$ cat src/rtl/mem_req_ctrl.sv
// ----------------------------------------------------------------------------
// mem_req_ctrl
//
// Initiator side of the processor / data-memory request interface. Accepts
// one load or store at a time from the pipeline, decodes the RISC-V funct3
// into a size/sign mask, checks alignment, issues a one-cycle strobe to the
// data memory, follows the memory's clk_stall handshake and returns a
// one-cycle response carrying load data or an error code. A wait that never
// sees its exit condition is aborted after TIMEOUT cycles.
//
// Ports
//   clk, rst_n        system clock, asynchronous active-low reset
//   req_valid/ready   pipeline request handshake (accept on valid && ready)
//   req_we            1 = store, 0 = load
//   req_funct3        RISC-V load/store funct3
//   req_addr          byte address
//   req_wdata         store data, unshifted
//   resp_valid        one-cycle response pulse
//   resp_err          00 ok, 01 misaligned, 10 illegal funct3, 11 timeout
//   resp_rdata        load result (0 for stores and errors)
//   memread/memwrite  memory strobes, high for one cycle per access
//   addr/write_data   memory address / store data, held between accepts
//   sign_mask         [3] sign-extend, [2:0] size (001/011/111)
//   clk_stall         memory busy
//   read_data         memory load data, already extended by the memory
// ----------------------------------------------------------------------------
module mem_req_ctrl #(
    parameter int unsigned TIMEOUT = 16
) (
    input  logic        clk,
    input  logic        rst_n,
    input  logic        req_valid,
    output logic        req_ready,
    input  logic        req_we,
    input  logic [2:0]  req_funct3,
    input  logic [31:0] req_addr,
    input  logic [31:0] req_wdata,
    output logic        resp_valid,
    output logic [1:0]  resp_err,
    output logic [31:0] resp_rdata,
    output logic        memread,
    output logic        memwrite,
    output logic [31:0] addr,
    output logic [31:0] write_data,
    output logic [3:0]  sign_mask,
    input  logic        clk_stall,
    input  logic [31:0] read_data
);

    localparam int unsigned CNT_W = $clog2(TIMEOUT);
    localparam logic [CNT_W-1:0] CNT_LAST = CNT_W'(TIMEOUT - 1);

    localparam logic [1:0] ERR_OK       = 2'b00;
    localparam logic [1:0] ERR_MISALIGN = 2'b01;
    localparam logic [1:0] ERR_ILLEGAL  = 2'b10;
    localparam logic [1:0] ERR_TIMEOUT  = 2'b11;

    typedef enum logic [1:0] {
        IDLE,
        ISSUE,
        WAIT_HI,
        WAIT_LO
    } state_e;

    state_e           state_q, state_d;
    logic [CNT_W-1:0] cnt_q, cnt_d;
    logic             isStore_q, isStore_d;
    logic             memread_q, memread_d;
    logic             memwrite_q, memwrite_d;
    logic [31:0]      addr_q, addr_d;
    logic [31:0]      wdata_q, wdata_d;
    logic [3:0]       mask_q, mask_d;
    logic             respValid_q, respValid_d;
    logic [1:0]       respErr_q, respErr_d;
    logic [31:0]      respRdata_q, respRdata_d;

    logic             decLegal;
    logic             decMisaligned;
    logic [3:0]       decMask;
    logic [1:0]       decErr;
    logic             accept;

    // Request decode: funct3 to size/sign mask, legality and alignment.
    // Unsigned loads (100/101) have no store counterpart, so they are illegal
    // with req_we set. Illegal wins over misaligned.
    always_comb begin
        decLegal = 1'b1;
        decMask  = 4'b0000;
        case (req_funct3)
            3'b000:  decMask = req_we ? 4'b0001 : 4'b1001;
            3'b001:  decMask = req_we ? 4'b0011 : 4'b1011;
            3'b010:  decMask = 4'b0111;
            3'b100: begin
                decMask  = 4'b0001;
                decLegal = !req_we;
            end
            3'b101: begin
                decMask  = 4'b0011;
                decLegal = !req_we;
            end
            default: decLegal = 1'b0;
        endcase

        decMisaligned = ((decMask[2:0] == 3'b011) && req_addr[0]) ||
                        ((decMask[2:0] == 3'b111) && (req_addr[1:0] != 2'b00));

        if (!decLegal) begin
            decErr = ERR_ILLEGAL;
        end else if (decMisaligned) begin
            decErr = ERR_MISALIGN;
        end else begin
            decErr = ERR_OK;
        end
    end

    // Ready is gated by clk_stall so that after a mid-access reset no new
    // issue starts until the memory's in-flight access has drained.
    assign req_ready = (state_q == IDLE) && !clk_stall;
    assign accept    = req_valid && req_ready;

    // Next-state and output logic. Strobes and resp_valid default low so each
    // is a single-cycle pulse; the address/data/mask registers hold until the
    // next accepted access.
    always_comb begin
        state_d     = state_q;
        cnt_d       = cnt_q;
        isStore_d   = isStore_q;
        memread_d   = 1'b0;
        memwrite_d  = 1'b0;
        addr_d      = addr_q;
        wdata_d     = wdata_q;
        mask_d      = mask_q;
        respValid_d = 1'b0;
        respErr_d   = respErr_q;
        respRdata_d = respRdata_q;

        case (state_q)
            IDLE: begin
                if (accept) begin
                    if (decErr != ERR_OK) begin
                        respValid_d = 1'b1;
                        respErr_d   = decErr;
                        respRdata_d = 32'h0;
                    end else begin
                        addr_d     = req_addr;
                        wdata_d    = req_wdata;
                        mask_d     = decMask;
                        isStore_d  = req_we;
                        memread_d  = !req_we;
                        memwrite_d = req_we;
                        state_d    = ISSUE;
                    end
                end
            end

            ISSUE: begin
                cnt_d   = '0;
                state_d = WAIT_HI;
            end

            WAIT_HI: begin
                if (clk_stall) begin
                    cnt_d   = '0;
                    state_d = WAIT_LO;
                end else if (cnt_q == CNT_LAST) begin
                    cnt_d       = '0;
                    respValid_d = 1'b1;
                    respErr_d   = ERR_TIMEOUT;
                    respRdata_d = 32'h0;
                    state_d     = IDLE;
                end else begin
                    cnt_d = cnt_q + 1'b1;
                end
            end

            WAIT_LO: begin
                if (!clk_stall) begin
                    cnt_d       = '0;
                    respValid_d = 1'b1;
                    respErr_d   = ERR_OK;
                    respRdata_d = isStore_q ? 32'h0 : read_data;
                    state_d     = IDLE;
                end else if (cnt_q == CNT_LAST) begin
                    cnt_d       = '0;
                    respValid_d = 1'b1;
                    respErr_d   = ERR_TIMEOUT;
                    respRdata_d = 32'h0;
                    state_d     = IDLE;
                end else begin
                    cnt_d = cnt_q + 1'b1;
                end
            end

            default: state_d = IDLE;
        endcase
    end

    // State and output registers; reset drops the strobes immediately and
    // discards any outstanding response.
    always_ff @(posedge clk or negedge rst_n) begin
        if (!rst_n) begin
            state_q     <= IDLE;
            cnt_q       <= '0;
            isStore_q   <= 1'b0;
            memread_q   <= 1'b0;
            memwrite_q  <= 1'b0;
            addr_q      <= 32'h0;
            wdata_q     <= 32'h0;
            mask_q      <= 4'h0;
            respValid_q <= 1'b0;
            respErr_q   <= 2'b00;
            respRdata_q <= 32'h0;
        end else begin
            state_q     <= state_d;
            cnt_q       <= cnt_d;
            isStore_q   <= isStore_d;
            memread_q   <= memread_d;
            memwrite_q  <= memwrite_d;
            addr_q      <= addr_d;
            wdata_q     <= wdata_d;
            mask_q      <= mask_d;
            respValid_q <= respValid_d;
            respErr_q   <= respErr_d;
            respRdata_q <= respRdata_d;
        end
    end

    assign memread    = memread_q;
    assign memwrite   = memwrite_q;
    assign addr       = addr_q;
    assign write_data = wdata_q;
    assign sign_mask  = mask_q;
    assign resp_valid = respValid_q;
    assign resp_err   = respErr_q;
    assign resp_rdata = respRdata_q;

endmodule

$ cat config.mk
export PLATFORM = sky130hd
export DESIGN_NAME = mem_req_ctrl
export DESIGN_NICKNAME = d
export VERILOG_FILES = /design/src/rtl/mem_req_ctrl.sv
export SDC_FILE = /design/constraint.sdc
export NUM_CORES = 1
export LEC_CHECK = 0
export CAP_MARGIN = 20
export CORE_ASPECT_RATIO = 1.5
export CORE_MARGIN = 5
export CORE_UTILIZATION = 45
export CTS_CLUSTER_DIAMETER = 120
export CTS_CLUSTER_SIZE = 10
export DETAILED_ROUTE_END_ITERATION = 16
export HOLD_SLACK_MARGIN = 0.02
export PLACE_DENSITY = 0.84
export RECOVER_POWER = 100
export SETUP_SLACK_MARGIN = 0.4
export SYNTH_ARGS = -nofsm -noshare
export SYNTH_HDL_FRONTEND = slang
export SYNTH_SLANG_ARGS = --single-unit
$ cat constraint.sdc
create_clock -name clk -period 3.1 [get_ports clk]
set_input_delay 0.31 -clock clk [delete_from_list [all_inputs] [get_ports clk]]
set_output_delay 0.31 -clock clk [all_outputs]
set_load 0.01 [all_outputs]
==> flow_summary_export.csv <==
group,metric,value,unit
status,status,"finished clean",
synth,synth.distinct_cells,43,
synth,postSynthCellCount,317,
critical_path,critical_path.cell_chain,"nor3_1, dlygate4sd3_1",
floorplan,core_area,10130,um2
grt,grt_pass1_vias,3586,
critical_path,path_delay_family,"buffers and inverters",
power_and_ir_drop,pwr-share-clk,19.4,%
critical_path,rr_worst_depth,7,
critical_path,r2r_setup_slack,0.55,ns
timing,finalHoldViolations,0,
drt,vias,3378,
timing,hold-worst-slack,0.2891,ns
finish,final_common_cell,"dfrtp_1",
timing,rsz0062_at_grt,"false",
power_and_ir_drop,p_sw,1.968,mW
synth,syn_area,4643,um2
floorplan,fp.dieW,92.94,um
synth,postSynthAreaPerCell,14.65,um2
critical_path,r2r_end,"resp_rdata[22]$_DFFE_PN0P_",
worst_hold_path,hold_path_class,"input pin to async pin",
clock_tree,cts_hold_buf,0,
drt,routedWlPerCell,18.92,um
timing,setup_viol,0,
finish,antenna_cells,0,
critical_path,arrival,2.26,ns
finish,layout.nets,627,
clock_tree,clkLatencyLatePin,0.35,ns
power_and_ir_drop,internal-power,4.335,mW
clock_tree,tritoncts,"yes",
power_and_ir_drop,pwr-share-comb,40.3,%
timing,clock.fmax,388.9,MHz
critical_path,critical_path.max_stage_delay,0.70,ns
floorplan,initial_core_util,45.81,%
drt,routed_wl,12170,um
placed_design,port_buffers,209,
clock_tree,cts_buffer_depth,2,
floorplan,dieArea,12490,um2
grt,grt_util_all_layers,19.89,%
power_and_ir_drop,pwr_density_cell,905.9,nW/um2
synth,ys_seq_elements,112,
finish,final_cell_mix,"dfrtp_1 (112), dlygate4sd3_1 (107), clkdlybuf4s50_1 (101), a22o_1 (39), mux2_1 (39)",
drt,dr.pass1.iters,4,
finish,layout-drive-gt1-share,8.745,%
finish,syn2layout_area_growth,49.82,%
grt,antenna_found_initial,0,
timing,period_share,82.94,%
power_and_ir_drop,pwr-share-seq,40.4,%
floorplan,dieHeight,134.4,um
critical_path,critical-path-slowest-cell,"dlygate4sd3_1",
timing,worstMarginPinSlew,1.415,ns
timing,fin_crit,2.571,ns
power_and_ir_drop,p_sw_share,31.22,%
critical_path,r2r-start,"cnt_q[0]$_DFFE_PN0N_",
critical_path,worstSetupPathType,"register to primary output",
grt,grt_max_degree,75,
timing,report.final.slew_viol_count,0,
grt,grt_overflow,0,
critical_path,worst-path-buf-inv,1,
power_and_ir_drop,leakage,3.204,nW
clock_tree,cts_resized,0,
drt,ant_nets,0,
clock_tree,post_cts_buffers,0,
placed_design,place_congestion,0.7673,
placed_design,hpwl,9064,um
floorplan,num_io_pins,210,
floorplan,num_rows,45,
drt,drc_errors,0,
clock_tree,cts_root_buffer,"clkbuf_16",
synth,syn_nets,422,
power_and_ir_drop,vdd_drop_max,0.4830,mV
clock_tree,cts_max_level,3,
clock_tree,clock-sinks,112,
drt,drt-vias-per-instance,5.253,
clock_tree,numCtsBuffers,9,
critical_path,path_max_fanout,24,
synth,yosys_warnings,0,
timing,relSlewSlack,5.675,%
run,maxCapViolCount,0,
drt,drt_iter0_drc,68,
grt,grt_first_pass_wirelength,19390,um
clock_tree,cts.clk_slew.worst_paths,0.07,ns
critical_path,worstPathRequired,2.79,ns
critical_path,critPathCaptureType,"primary output",
synth,ys_seq_area_share,60.36,%
timing,tns,0,ns
critical_path,startpoint_type,"register",
timing,clock_skew,0.008225,ns
## cell type report
type	instances	area, um2
clock buffer	10	229.0
clock inverter	5	82.58
fill	767	3178
inverter	6	22.52
multi-input combinational	179	1528
sequential	112	2803
tap	117	146.4
timing repair buffer	214	2146
## cells in the mapped netlist, drive strengths merged
library cell,number,area [um2]
o41ai,1,16.27
nand4,1,6.260
a22o,39,341.6
mux2i,2,20.02
o22a,1,8.760
buf,15,100.1
nor4b,1,8.760
o211ai,2,15.01
nor3,3,25.02
o21bai,2,15.01
clkbuf,5,20.01
o32ai,1,8.760
nor2b,3,18.77
a221oi,1,8.760
dfrtp,112,2803
a21o,2,15.01
o31ai,1,7.510
o32a,1,10.01
nor2,6,22.52
xnor2,1,8.760
a21boi,1,7.510
mux2,64,867.1
inv,6,22.52
o21ai,11,55.05
a21oi,12,60.06
nand2b,2,12.51
a32o,2,20.02
nor4,1,6.260
o21ba,1,10.01
nand3,3,15.01
a32oi,1,16.27
ha,1,12.51
o22ai,2,18.77
nand2,9,33.78
and3,1,6.260
## power by group through the flow
| stage | registers (mW) | clock network, mW | logic [mW] |
|---|---|---|---|
| 3_5_place_dp | 2.60 | 0 | 3.02 |
| 5_1_grt | 2.65 | 1.30 | 2.72 |
| 3_3_place_gp | 2.58 | 0 | 2.96 |
| 6_report | 2.54 | 1.22 | 2.54 |
| 2_1_floorplan | 2.83 | 0 | 1.04 |
| 4_1_cts | 2.60 | 1.24 | 3.04 |
## kinds of logic (layout without fill, tap and decap cells)
group           count (synthesis)  after routing  synth area share, %
mux                            66             66                19.11
xor+xnor                        1              1               0.1887
fa+ha+maj                       1              1               0.2694
compound gates                 81             81                13.66
flops                         112            112                60.36
buf+inv                        26            235                3.072
simple gates                   30             30                3.341
## worst max-delay path by stage
stage                                       endpoint  cells after the start              startpoint  slack [ns]
after floorplan           resp_rdata[14]$_DFFE_PN0P_                      8    cnt_q[0]$_DFFE_PN0N_        1.27
after global placement     write_data[4]$_DFFE_PN0P_                      5           req_funct3[1]        0.77
after detailed placement  write_data[11]$_DFFE_PN0P_                      5           req_funct3[1]        0.66
after CTS                                  req_ready                      2  state_q[1]$_DFFE_PN0P_        0.70
after global routing       resp_rdata[9]$_DFFE_PN0P_                      7    cnt_q[0]$_DFFE_PN0N_        0.30
final                                      req_ready                      2  state_q[1]$_DFFE_PN0P_        0.53
## sequential cells by signal, summed over array words and instances (netlist names)
| signal | flops |
|---|---|
| isStore_q | 1 |
| memread | 1 |
| addr | 32 |
| cnt_q | 4 |
| resp_valid | 1 |
| resp_rdata | 32 |
| resp_err | 2 |
| write_data | 32 |
| sign_mask | 4 |
| memwrite | 1 |
| state_q | 2 |
## routing by layer
metal | GRT usage (%) | vias up | routed length [um]
met3 | 6.061 | 23 | 898
li1 | - | 1578 | -
met1 | 23.58 | 1636 | 4647
met4 | 6.683 | 0 | 261
met2 | 34.19 | 141 | 6359
met5 | 0 | - | 0
## per-stage QoR
stage / setup slack [ns] / instance area, um2 / total power [mW] / utilization [%] / std cells
2_1_floorplan: 1.268 / 4643 / 3.871 / - / 317
4_1_cts: 0.7018 / 7139 / 6.886 / 70.44 / 643
3_3_place_gp: 0.7690 / 6828 / 5.534 / 67.37 / 628
6_report: 0.5288 / 6957 / 6.302 / 68.64 / 643
3_5_place_dp: 0.6613 / 6828 / 5.622 / 67.37 / 628
5_1_grt: 0.2997 / 6957 / 6.676 / 68.64 / 643
(Power assumes the default switching activity.)
